<file path="config.mk">
export PLATFORM = sky130hd
export DESIGN_NAME = id_ex_stage
export DESIGN_NICKNAME = d
export VERILOG_FILES = /design/src/rtl/riscv_pkg.sv /design/src/rtl/id_ex_stage_regfile.sv /design/src/rtl/id_ex_stage.sv
export SDC_FILE = /design/constraint.sdc
export NUM_CORES = 2
export LEC_CHECK = 0
export BUFFER_PORTS_ARGS = -buffer_cell sky130_fd_sc_hd__buf_2
export CORE_AREA = 2 2 397 399
export CTS_BUF_LIST = sky130_fd_sc_hd__clkbuf_4 sky130_fd_sc_hd__clkbuf_8
export CTS_CLUSTER_DIAMETER = 200
export DETAILED_ROUTE_END_ITERATION = 6
export DIE_AREA = 0 0 399 401
export PLACE_DENSITY = 0.62
export SLEW_MARGIN = 20
export SYNTH_ARGS = -nofsm -noshare
export SYNTH_HDL_FRONTEND = slang
export SYNTH_SLANG_ARGS = --single-unit
</file>
<file path="constraint.sdc">
create_clock -name clk -period 2.15 [get_ports clk]
set_input_delay 0.43 -clock clk [delete_from_list [all_inputs] [get_ports clk]]
set_output_delay 0.43 -clock clk [all_outputs]
set_load 0.01 [all_outputs]
</file>
<file path="src/rtl/riscv_pkg.sv">
// Shared RV32I decode constants: opcodes, ALU op encodings, result-source
// selects, immediate formats and the registered control bundle.
package riscv_pkg;

  localparam logic [6:0] OP_LOAD  = 7'b0000011;
  localparam logic [6:0] OP_STORE = 7'b0100011;
  localparam logic [6:0] OP_R     = 7'b0110011;
  localparam logic [6:0] OP_I     = 7'b0010011;
  localparam logic [6:0] OP_BR    = 7'b1100011;
  localparam logic [6:0] OP_JAL   = 7'b1101111;
  localparam logic [6:0] OP_JALR  = 7'b1100111;
  localparam logic [6:0] OP_LUI   = 7'b0110111;
  localparam logic [6:0] OP_AUIPC = 7'b0010111;

  localparam logic [3:0] ALU_ADD  = 4'd0;
  localparam logic [3:0] ALU_SUB  = 4'd1;
  localparam logic [3:0] ALU_AND  = 4'd2;
  localparam logic [3:0] ALU_OR   = 4'd3;
  localparam logic [3:0] ALU_XOR  = 4'd4;
  localparam logic [3:0] ALU_SLL  = 4'd5;
  localparam logic [3:0] ALU_SRL  = 4'd6;
  localparam logic [3:0] ALU_SRA  = 4'd7;
  localparam logic [3:0] ALU_SLT  = 4'd8;
  localparam logic [3:0] ALU_SLTU = 4'd9;

  localparam logic [1:0] RES_ALU = 2'b00;
  localparam logic [1:0] RES_MEM = 2'b01;
  localparam logic [1:0] RES_PC4 = 2'b10;

  typedef enum logic [2:0] {IMM_I, IMM_S, IMM_B, IMM_U, IMM_J} imm_src_e;

  typedef struct packed {
    logic       reg_write;
    logic       mem_write;
    logic       alu_src;
    logic       branch;
    logic       jump;
    logic [1:0] result_src;
    logic [3:0] alu_ctrl;
  } ctrl_t;

  // funct7[5] selects SUB only for R-type; for I-type it only matters on SRAI
  function automatic logic [3:0] alu_dec(input logic [2:0] f3, input logic f7b5,
                                         input logic is_r);
    case (f3)
      3'b000:  alu_dec = (is_r && f7b5) ? ALU_SUB : ALU_ADD;
      3'b001:  alu_dec = ALU_SLL;
      3'b010:  alu_dec = ALU_SLT;
      3'b011:  alu_dec = ALU_SLTU;
      3'b100:  alu_dec = ALU_XOR;
      3'b101:  alu_dec = f7b5 ? ALU_SRA : ALU_SRL;
      3'b110:  alu_dec = ALU_OR;
      default: alu_dec = ALU_AND;
    endcase
  endfunction

endpackage

</file>
<file path="src/rtl/id_ex_stage_regfile.sv">
// Register file with async read, x0 hard-wired to zero and async clear.
// DECODE_WB_BYPASS_EN makes reads write-through from the writeback port.
module regfile #(
  parameter int XLEN    = 32,
  parameter int NREG_AW = 5
) (
  input  logic               clk,
  input  logic               rst_n,
  input  logic               we,
  input  logic [NREG_AW-1:0] wa,
  input  logic [XLEN-1:0]    wd,
  input  logic [NREG_AW-1:0] ra1,
  input  logic [NREG_AW-1:0] ra2,
  output logic [XLEN-1:0]    rd1,
  output logic [XLEN-1:0]    rd2
);
  localparam int NREG = 1 << NREG_AW;

  logic [NREG-1:0][XLEN-1:0] mem_q, mem_d;

  // entry 0 is never written, so it stays at its reset value of zero
  always_comb begin
    mem_d = mem_q;
    if (we && wa != '0) mem_d[wa] = wd;
  end

  always_ff @(posedge clk or negedge rst_n) begin
    if (!rst_n) mem_q <= '0;
    else        mem_q <= mem_d;
  end

`ifdef DECODE_WB_BYPASS_EN
  assign rd1 = (we && wa != '0 && wa == ra1) ? wd : mem_q[ra1];
  assign rd2 = (we && wa != '0 && wa == ra2) ? wd : mem_q[ra2];
`else
  assign rd1 = mem_q[ra1];
  assign rd2 = mem_q[ra2];
`endif

endmodule

</file>
<file path="src/rtl/id_ex_stage.sv">
// RV32I decode + ID/EX pipeline register with load-use stall detection.
// Optional write-through register reads: define DECODE_WB_BYPASS_EN.
module id_ex_stage
  import riscv_pkg::*;
#(
  parameter int XLEN    = 32,
  parameter int NREG_AW = 5,
  parameter int ALUC_W  = 4
) (
  input  logic               clk,
  input  logic               reset,
  input  logic [31:0]        InstrD,
  input  logic               ValidD,
  input  logic [XLEN-1:0]    PCD,
  input  logic [XLEN-1:0]    PCPlus4D,
  input  logic               RegWriteW,
  input  logic [NREG_AW-1:0] RDW,
  input  logic [XLEN-1:0]    ResultW,
  input  logic               StallE,
  input  logic               FlushE,
  output logic               StallD,
  output logic               ValidE,
  output logic               RegWriteE,
  output logic               MemWriteE,
  output logic               ALUSrcE,
  output logic               BranchE,
  output logic               JumpE,
  output logic [1:0]         ResultSrcE,
  output logic [ALUC_W-1:0]  ALUControlE,
  output logic [2:0]         Funct3E,
  output logic [XLEN-1:0]    RD1_E,
  output logic [XLEN-1:0]    RD2_E,
  output logic [XLEN-1:0]    Imm_ExtE,
  output logic [NREG_AW-1:0] RD_E,
  output logic [NREG_AW-1:0] Rs1_E,
  output logic [NREG_AW-1:0] Rs2_E,
  output logic [XLEN-1:0]    PCE,
  output logic [XLEN-1:0]    PCPlus4E
);

  typedef struct packed {
    logic               valid;
    ctrl_t              ctrl;
    logic [2:0]         funct3;
    logic [XLEN-1:0]    rd1;
    logic [XLEN-1:0]    rd2;
    logic [XLEN-1:0]    imm;
    logic [XLEN-1:0]    pc;
    logic [XLEN-1:0]    pc4;
    logic [NREG_AW-1:0] rd;
    logic [NREG_AW-1:0] rs1;
    logic [NREG_AW-1:0] rs2;
  } idex_t;

  idex_t              idex_q, idex_d, dec;
  ctrl_t              ctrl;
  imm_src_e           imm_src;
  logic               legal, rs1_used, rs2_used, a_zero, a_pc, haz_lu;
  logic signed [31:0] imm32;
  logic [NREG_AW-1:0] rs1_a, rs2_a, rd_a;
  logic [XLEN-1:0]    rf_rd1, rf_rd2;
  logic [6:0]         opcode;

  assign opcode = InstrD[6:0];
  assign rs1_a  = NREG_AW'(InstrD[19:15]);
  assign rs2_a  = NREG_AW'(InstrD[24:20]);
  assign rd_a   = NREG_AW'(InstrD[11:7]);

  regfile #(.XLEN(XLEN), .NREG_AW(NREG_AW)) u_rf (
    .clk(clk), .rst_n(reset), .we(RegWriteW), .wa(RDW), .wd(ResultW),
    .ra1(rs1_a), .ra2(rs2_a), .rd1(rf_rd1), .rd2(rf_rd2)
  );

  always_comb begin
    ctrl     = '0;
    imm_src  = IMM_I;
    legal    = 1'b1;
    rs1_used = 1'b0;
    rs2_used = 1'b0;
    a_zero   = 1'b0;
    a_pc     = 1'b0;
    case (opcode)
      OP_LOAD: begin
        ctrl.reg_write = 1'b1; ctrl.alu_src = 1'b1; ctrl.result_src = RES_MEM;
        rs1_used = 1'b1;
      end
      OP_STORE: begin
        ctrl.mem_write = 1'b1; ctrl.alu_src = 1'b1; imm_src = IMM_S;
        rs1_used = 1'b1; rs2_used = 1'b1;
      end
      OP_R: begin
        ctrl.reg_write = 1'b1;
        ctrl.alu_ctrl  = alu_dec(InstrD[14:12], InstrD[30], 1'b1);
        rs1_used = 1'b1; rs2_used = 1'b1;
      end
      OP_I: begin
        ctrl.reg_write = 1'b1; ctrl.alu_src = 1'b1;
        ctrl.alu_ctrl  = alu_dec(InstrD[14:12], InstrD[30], 1'b0);
        rs1_used = 1'b1;
      end
      OP_BR: begin
        ctrl.branch = 1'b1; ctrl.alu_ctrl = ALU_SUB; imm_src = IMM_B;
        rs1_used = 1'b1; rs2_used = 1'b1;
      end
      OP_JAL: begin
        ctrl.reg_write = 1'b1; ctrl.jump = 1'b1; ctrl.result_src = RES_PC4;
        imm_src = IMM_J;
      end
      OP_JALR: begin
        ctrl.reg_write = 1'b1; ctrl.jump = 1'b1; ctrl.alu_src = 1'b1;
        ctrl.result_src = RES_PC4; rs1_used = 1'b1;
      end
      OP_LUI: begin
        ctrl.reg_write = 1'b1; ctrl.alu_src = 1'b1; imm_src = IMM_U; a_zero = 1'b1;
      end
      // EX has no separate operand-A select, so auipc carries the PC on RD1
      OP_AUIPC: begin
        ctrl.reg_write = 1'b1; ctrl.alu_src = 1'b1; imm_src = IMM_U; a_pc = 1'b1;
      end
      default: legal = 1'b0;
    endcase
    if (!legal || !ValidD) ctrl = '0;
  end

  always_comb begin
    case (imm_src)
      IMM_S:   imm32 = {{20{InstrD[31]}}, InstrD[31:25], InstrD[11:7]};
      IMM_B:   imm32 = {{19{InstrD[31]}}, InstrD[31], InstrD[7], InstrD[30:25],
                        InstrD[11:8], 1'b0};
      IMM_U:   imm32 = {InstrD[31:12], 12'b0};
      IMM_J:   imm32 = {{11{InstrD[31]}}, InstrD[31], InstrD[19:12], InstrD[20],
                        InstrD[30:21], 1'b0};
      default: imm32 = {{20{InstrD[31]}}, InstrD[31:20]};
    endcase
  end

  always_comb begin
    dec        = '0;
    dec.valid  = ValidD & legal;
    dec.ctrl   = ctrl;
    dec.funct3 = InstrD[14:12];
    dec.rd1    = a_zero ? '0 : (a_pc ? PCD : rf_rd1);
    dec.rd2    = rf_rd2;
    dec.imm    = XLEN'(imm32);
    dec.pc     = PCD;
    dec.pc4    = PCPlus4D;
    dec.rd     = rd_a;
    dec.rs1    = rs1_a;
    dec.rs2    = rs2_a;
  end

  assign haz_lu = idex_q.valid && idex_q.ctrl.result_src == RES_MEM &&
                  idex_q.ctrl.reg_write && idex_q.rd != '0 && ValidD &&
                  ((rs1_used && idex_q.rd == rs1_a) || (rs2_used && idex_q.rd == rs2_a));

  // gated by reset so StallD falls as soon as reset asserts, even mid-stall
  assign StallD = reset & (haz_lu | StallE);

  always_comb begin
    idex_d = idex_q;
    if (FlushE)      idex_d = '0;
    else if (StallE) idex_d = idex_q;
    else if (haz_lu) idex_d = '0;
    else             idex_d = dec;
  end

  always_ff @(posedge clk or negedge reset) begin
    if (!reset) idex_q <= '0;
    else        idex_q <= idex_d;
  end

  assign ValidE      = idex_q.valid;
  assign RegWriteE   = idex_q.ctrl.reg_write;
  assign MemWriteE   = idex_q.ctrl.mem_write;
  assign ALUSrcE     = idex_q.ctrl.alu_src;
  assign BranchE     = idex_q.ctrl.branch;
  assign JumpE       = idex_q.ctrl.jump;
  assign ResultSrcE  = idex_q.ctrl.result_src;
  assign ALUControlE = ALUC_W'(idex_q.ctrl.alu_ctrl);
  assign Funct3E     = idex_q.funct3;
  assign RD1_E       = idex_q.rd1;
  assign RD2_E       = idex_q.rd2;
  assign Imm_ExtE    = idex_q.imm;
  assign RD_E        = idex_q.rd;
  assign Rs1_E       = idex_q.rs1;
  assign Rs2_E       = idex_q.rs2;
  assign PCE         = idex_q.pc;
  assign PCPlus4E    = idex_q.pc4;

endmodule
</file>
==> reports/qor.csv <==
stage,metric,value,unit
outcome,outcome,"finished, violations left",
outcome,failing checks,negative setup slack,
final_layout,Final Util,49.2,%
yosys,post-synthesis mux area share,38.4,%
yosys,largest family of logic cells by synthesized area,multiplexers,
detailed_routing,number of DRC markers in iteration 0,4346,
setup_path,CP arrival,2.67,ns
yosys,Mapped Area,62100,um^2
clock_network,H-tree Lvls,4,
global_route,pin count of the biggest net entering global routing,123,
clock_network,clock tree sinks,1214,
final_layout,Area growth syn-to-layout,23.4,%
yosys,Gate Count Post-Synth,4350,
detailed_routing,drt first pass iters,6,
setup_path,Critical Path Max Stage Delay,0.54,ns
yosys,syn avg cell area,14.3,um^2
yosys,Adder-Cell Fraction of Synth Area,0,%
global_route,first-pass GRT wire length,312,mm
yosys,sequential fraction of the synthesis area,48.9,%
setup_path,"Slowest-stage cell, CP",or4_4,
placed_design,Port Buffers,329,
yosys,Synth Area in XOR/XNOR,0.141,%
sta,setup ws final,-0.952,ns
final_layout,Nets,5139,
sta,Worst Skew,0.0680,ns
yosys,Synthesized Nets,4489,
power_and_ir_drop,Sw Share,28.3,%
setup_path,"Critical Path, Cell by Cell","or4_4, o211ai_4, buf_6, a21oi_4, o21a_1, buf_6",
sta,fin crit period,3.10,ns
sta,actual slew at the worst max-slew pin,0.904,ns
setup_path,Worst path depth,6,
power_and_ir_drop,Tot Pwr,67.4,mW
power_and_ir_drop,P_sw,19.0,mW
global_route,initial antenna violation count,17,
yosys,synthesized flop and latch total,1214,
yosys,number of synthesized flops with an enable pin,0,
sta,Slew HR,39.5,%
floorplan,Ports,330,
clock_network,clock tree from TritonCTS,yes,
setup_path,Critical Path RT,1.72,ns
yosys,Post-synth top flop,dfrtp_1,
global_route,GRT overflow,0,
global_route,gr usage total,26.4,%
worst_hold_path,hold path cells,5,
floorplan,Die Area,160000,um^2
clock_network,clk root buf,clkbuf_8,
power_and_ir_drop,Reg power frac,44.5,%
detailed_routing,# DRC,0,
power_and_ir_drop,Pwr per Cell Area,879,nW/um^2
clock_network,Worst-Skew Late Latency,0.99,ns
sta,final worst-path cycle share,144,%
detailed_routing,drt total wl,214,mm
floorplan,Die W,399,um
sta,final hold slack,0.0775,ns
clock_network,Longest Clk Path Bufs,3,
placed_design,global placer's final weighted congestion,0.859,
yosys,Synth Area in Simple Gates,2.74,%
final_layout,share of cells above drive strength 1,53.8,%
global_route,vias in the first global route,44500,
yosys,complex-gate fraction of the synthesized area,6.53,%
sta,final hold violation count,0,
sta,final-report setup violation count,184,
setup_path,"most used cell, CP",buf_6,
power_and_ir_drop,peak supply drop,0.000673,V
yosys,"Warnings, synthesis",0,
setup_path,worst setup path class,register to output port,
detailed_routing,WL/cell,29.6,um
detailed_routing,drt via density,6.08,
power_and_ir_drop,combinational power share,20.6,%
detailed_routing,antenna-violating nets left,0,
worst_hold_path,Hold WC Path Type,primary input to register,
setup_path,top cell family by delay on the critical path,simple AND/OR/NAND/NOR gates,
power_and_ir_drop,Clk pwr share,34.9,%
floorplan,initial core utilization,39.9,%
sta,Max Freq,0.322,GHz
setup_path,CP Max Fanout,3,
placed_design,HPWL after DPL,134,mm
setup_path,Worst R2R Path Depth,10,
clock_network,TritonCTS buffer count,208,
detailed_routing,via count,44000,
power_and_ir_drop,Pleak,34.3,nW
sta,RSZ-0062 raised after global routing,yes,
setup_path,CP endpoint kind,output port,
clock_network,"Reg clk slew, reported paths",0.06,ns
sta,Final Max Tran Viols,0,
floorplan,Core Box Area,156000,um^2
power_and_ir_drop,cell-internal power,48.3,mW
flow_run,max-cap viol count,0,
floorplan,Die Y,401,um
setup_path,Startpoint Class,register,
setup_path,Bufs and invs on worst path,2,
yosys,library cells used by synthesis,54,
yosys,Post-synth ARST share,100,%
floorplan,Placement Rows,145,
## worst register-to-register path: cells and delay by family, from the launching register on
kind | cells | cell delay, ns
and+or+nand+nor | 1 | 0.12
xor gates and xnor gates | 1 | 0.17
DFF | 1 | 0.46
buffers and inverters | 5 | 0.84
AOI/OAI and AO/OA | 3 | 0.58
## cells in the mapped netlist (all sizes together), types with 2 or more instances
library cell  number  area share (%)
mux2i            259             4.2
o2111ai            2           0.028
a22oi             39            0.48
a31oi             32            0.32
a21oi            116            0.93
inv                3           0.018
mux4             416              15
o31ai              3           0.036
a211oi            62            0.75
nor3b              6           0.073
o211ai             3           0.044
o21ai             99            0.80
a221oi            33            0.47
nand3b             6           0.073
nor3               2           0.016
xnor2             10            0.14
a311oi            30            0.42
nor2              61            0.37
o22ai             32            0.32
a32o              34            0.55
buf              173             1.4
nand3              9           0.073
clkbuf           304             1.8
a22o              90             1.3
dfrtp           1214              49
nand2             96            0.58
and2               4           0.044
and3b              2           0.028
nor2b             67            0.68
and3               3           0.030
mux2            1057              19
nand4              2           0.020
or4                2           0.024
nand2b            66            0.66
## sequential cells by signal (all words and copies together) (netlist names), 32 cells and up
signal / cells
Imm_ExtE: 32
PCE: 32
PCPlus4E: 32
RD1_E: 32
RD2_E: 32
u_rf.mem_q: 1024
## per-layer routing
layer  routed length, um  global-route usage (%)
met1               91600                    37.9
met2               97400                    40.1
met3               18100                    5.54
met4                6890                    8.40
met5                  99                       0
## power by group through the flow
stage | logic [mW] | registers [mW] | clock network, mW
6_report | 13.9 | 30.0 | 23.5
5_1_grt | 14.9 | 30.5 | 24.9
4_1_cts | 13.7 | 29.9 | 23.9
3_5_place_dp | 13.3 | 30.2 | 0
3_3_place_gp | 13.0 | 30.1 | 0
2_1_floorplan | 9.20 | 29.3 | 0
## stage by stage
| stage | setup TNS (ns) | cells | instance area, um^2 | worst slack, ns |
|---|---|---|---|---|
| floorplan | 0 | 4350 | 62300 | 0.00198 |
| finish | -16.48 | 7232 | 76600 | -0.952 |
| global route | -24.32 | 7229 | 76600 | -1.04 |
| CTS | -13.56 | 7209 | 76200 | -1.04 |
| detailed placement | -68.16 | 6718 | 70000 | -0.639 |
| global placement | -60.83 | 6718 | 70000 | -0.624 |
## kinds of logic (layout without fill, tap and decap cells)
family                    after synthesis  count (layout)
muxes                                1732            1732
DFF                                  1214            1214
AOI/OAI and AO/OA                     583             583
buffers and inverters                 480            1298
and+or+nand+nor                       331             331
xor gates and xnor gates               10              10
other                                   0               6
## area by class of cell
cell class | instances | area [um^2]
diodes | 6 | 15.0
clock buffers | 328 | 4160
clock inverters | 50 | 549
fillers | 13400 | 79000
inverters | 3 | 11.3
multi-input cells | 2656 | 30200
flip-flops and latches | 1214 | 30400
well taps | 2058 | 2570
repair buffers | 917 | 8710
## cells in the final DEF, fill, tap and decap left out, drive strengths merged, types with 2 or more instances in the layout
cell         Yosys  layout
dfrtp         1214    1214
mux2          1057    1057
buf            173     809
mux4           416     416
clkbuf         304     338
mux2i          259     259
a21oi          116     116
o21ai           99      99
dlygate4sd3      0      98
nand2           96      96
a22o            90      90
nor2b           67      67
nand2b          66      66
a211oi          62      62
nor2            61      61
a22oi           39      39
a32o            34      34
a221oi          33      33
a31oi           32      32
o22ai           32      32
a311oi          30      30
clkinv           0      29
inv              3      13
xnor2           10      10
nand3            9       9
bufinv           0       7
diode            0       6
nor3b            6       6
nand3b           6       6
clkinvlp         0       4
and2             4       4
o31ai            3       3
and3             3       3
o211ai           3       3
nand4            2       2
and3b            2       2
or4              2       2
nor3             2       2
o2111ai          2       2
## path summary, 6_finish.rpt
check | slack [ns] | end | start
worst max-delay path | -0.95 | StallD | RD_E[4]
worst max register to register | -0.16 | RD2_E[18] | RD_E[4]
max in group asynchronous | 0.39 | u_rf.mem_q[648] | reset
min in group asynchronous | 0.70 | u_rf.mem_q[803] | reset
worst min-delay path | 0.08 | Imm_ExtE[24] | FlushE
worst min register to register | 0.40 | u_rf.mem_q[4] | u_rf.mem_q[4]
## what timing repair did
item	4_1_cts	5_1_grt
hold buffers	99	0
setup buffers	7	12
pin swaps	33	24
endpoints found under the setup margin	114	197
endpoints found under the hold margin	1268	0
gates cloned	7	8
resized for setup	102	70
(Power assumes the default switching activity.)
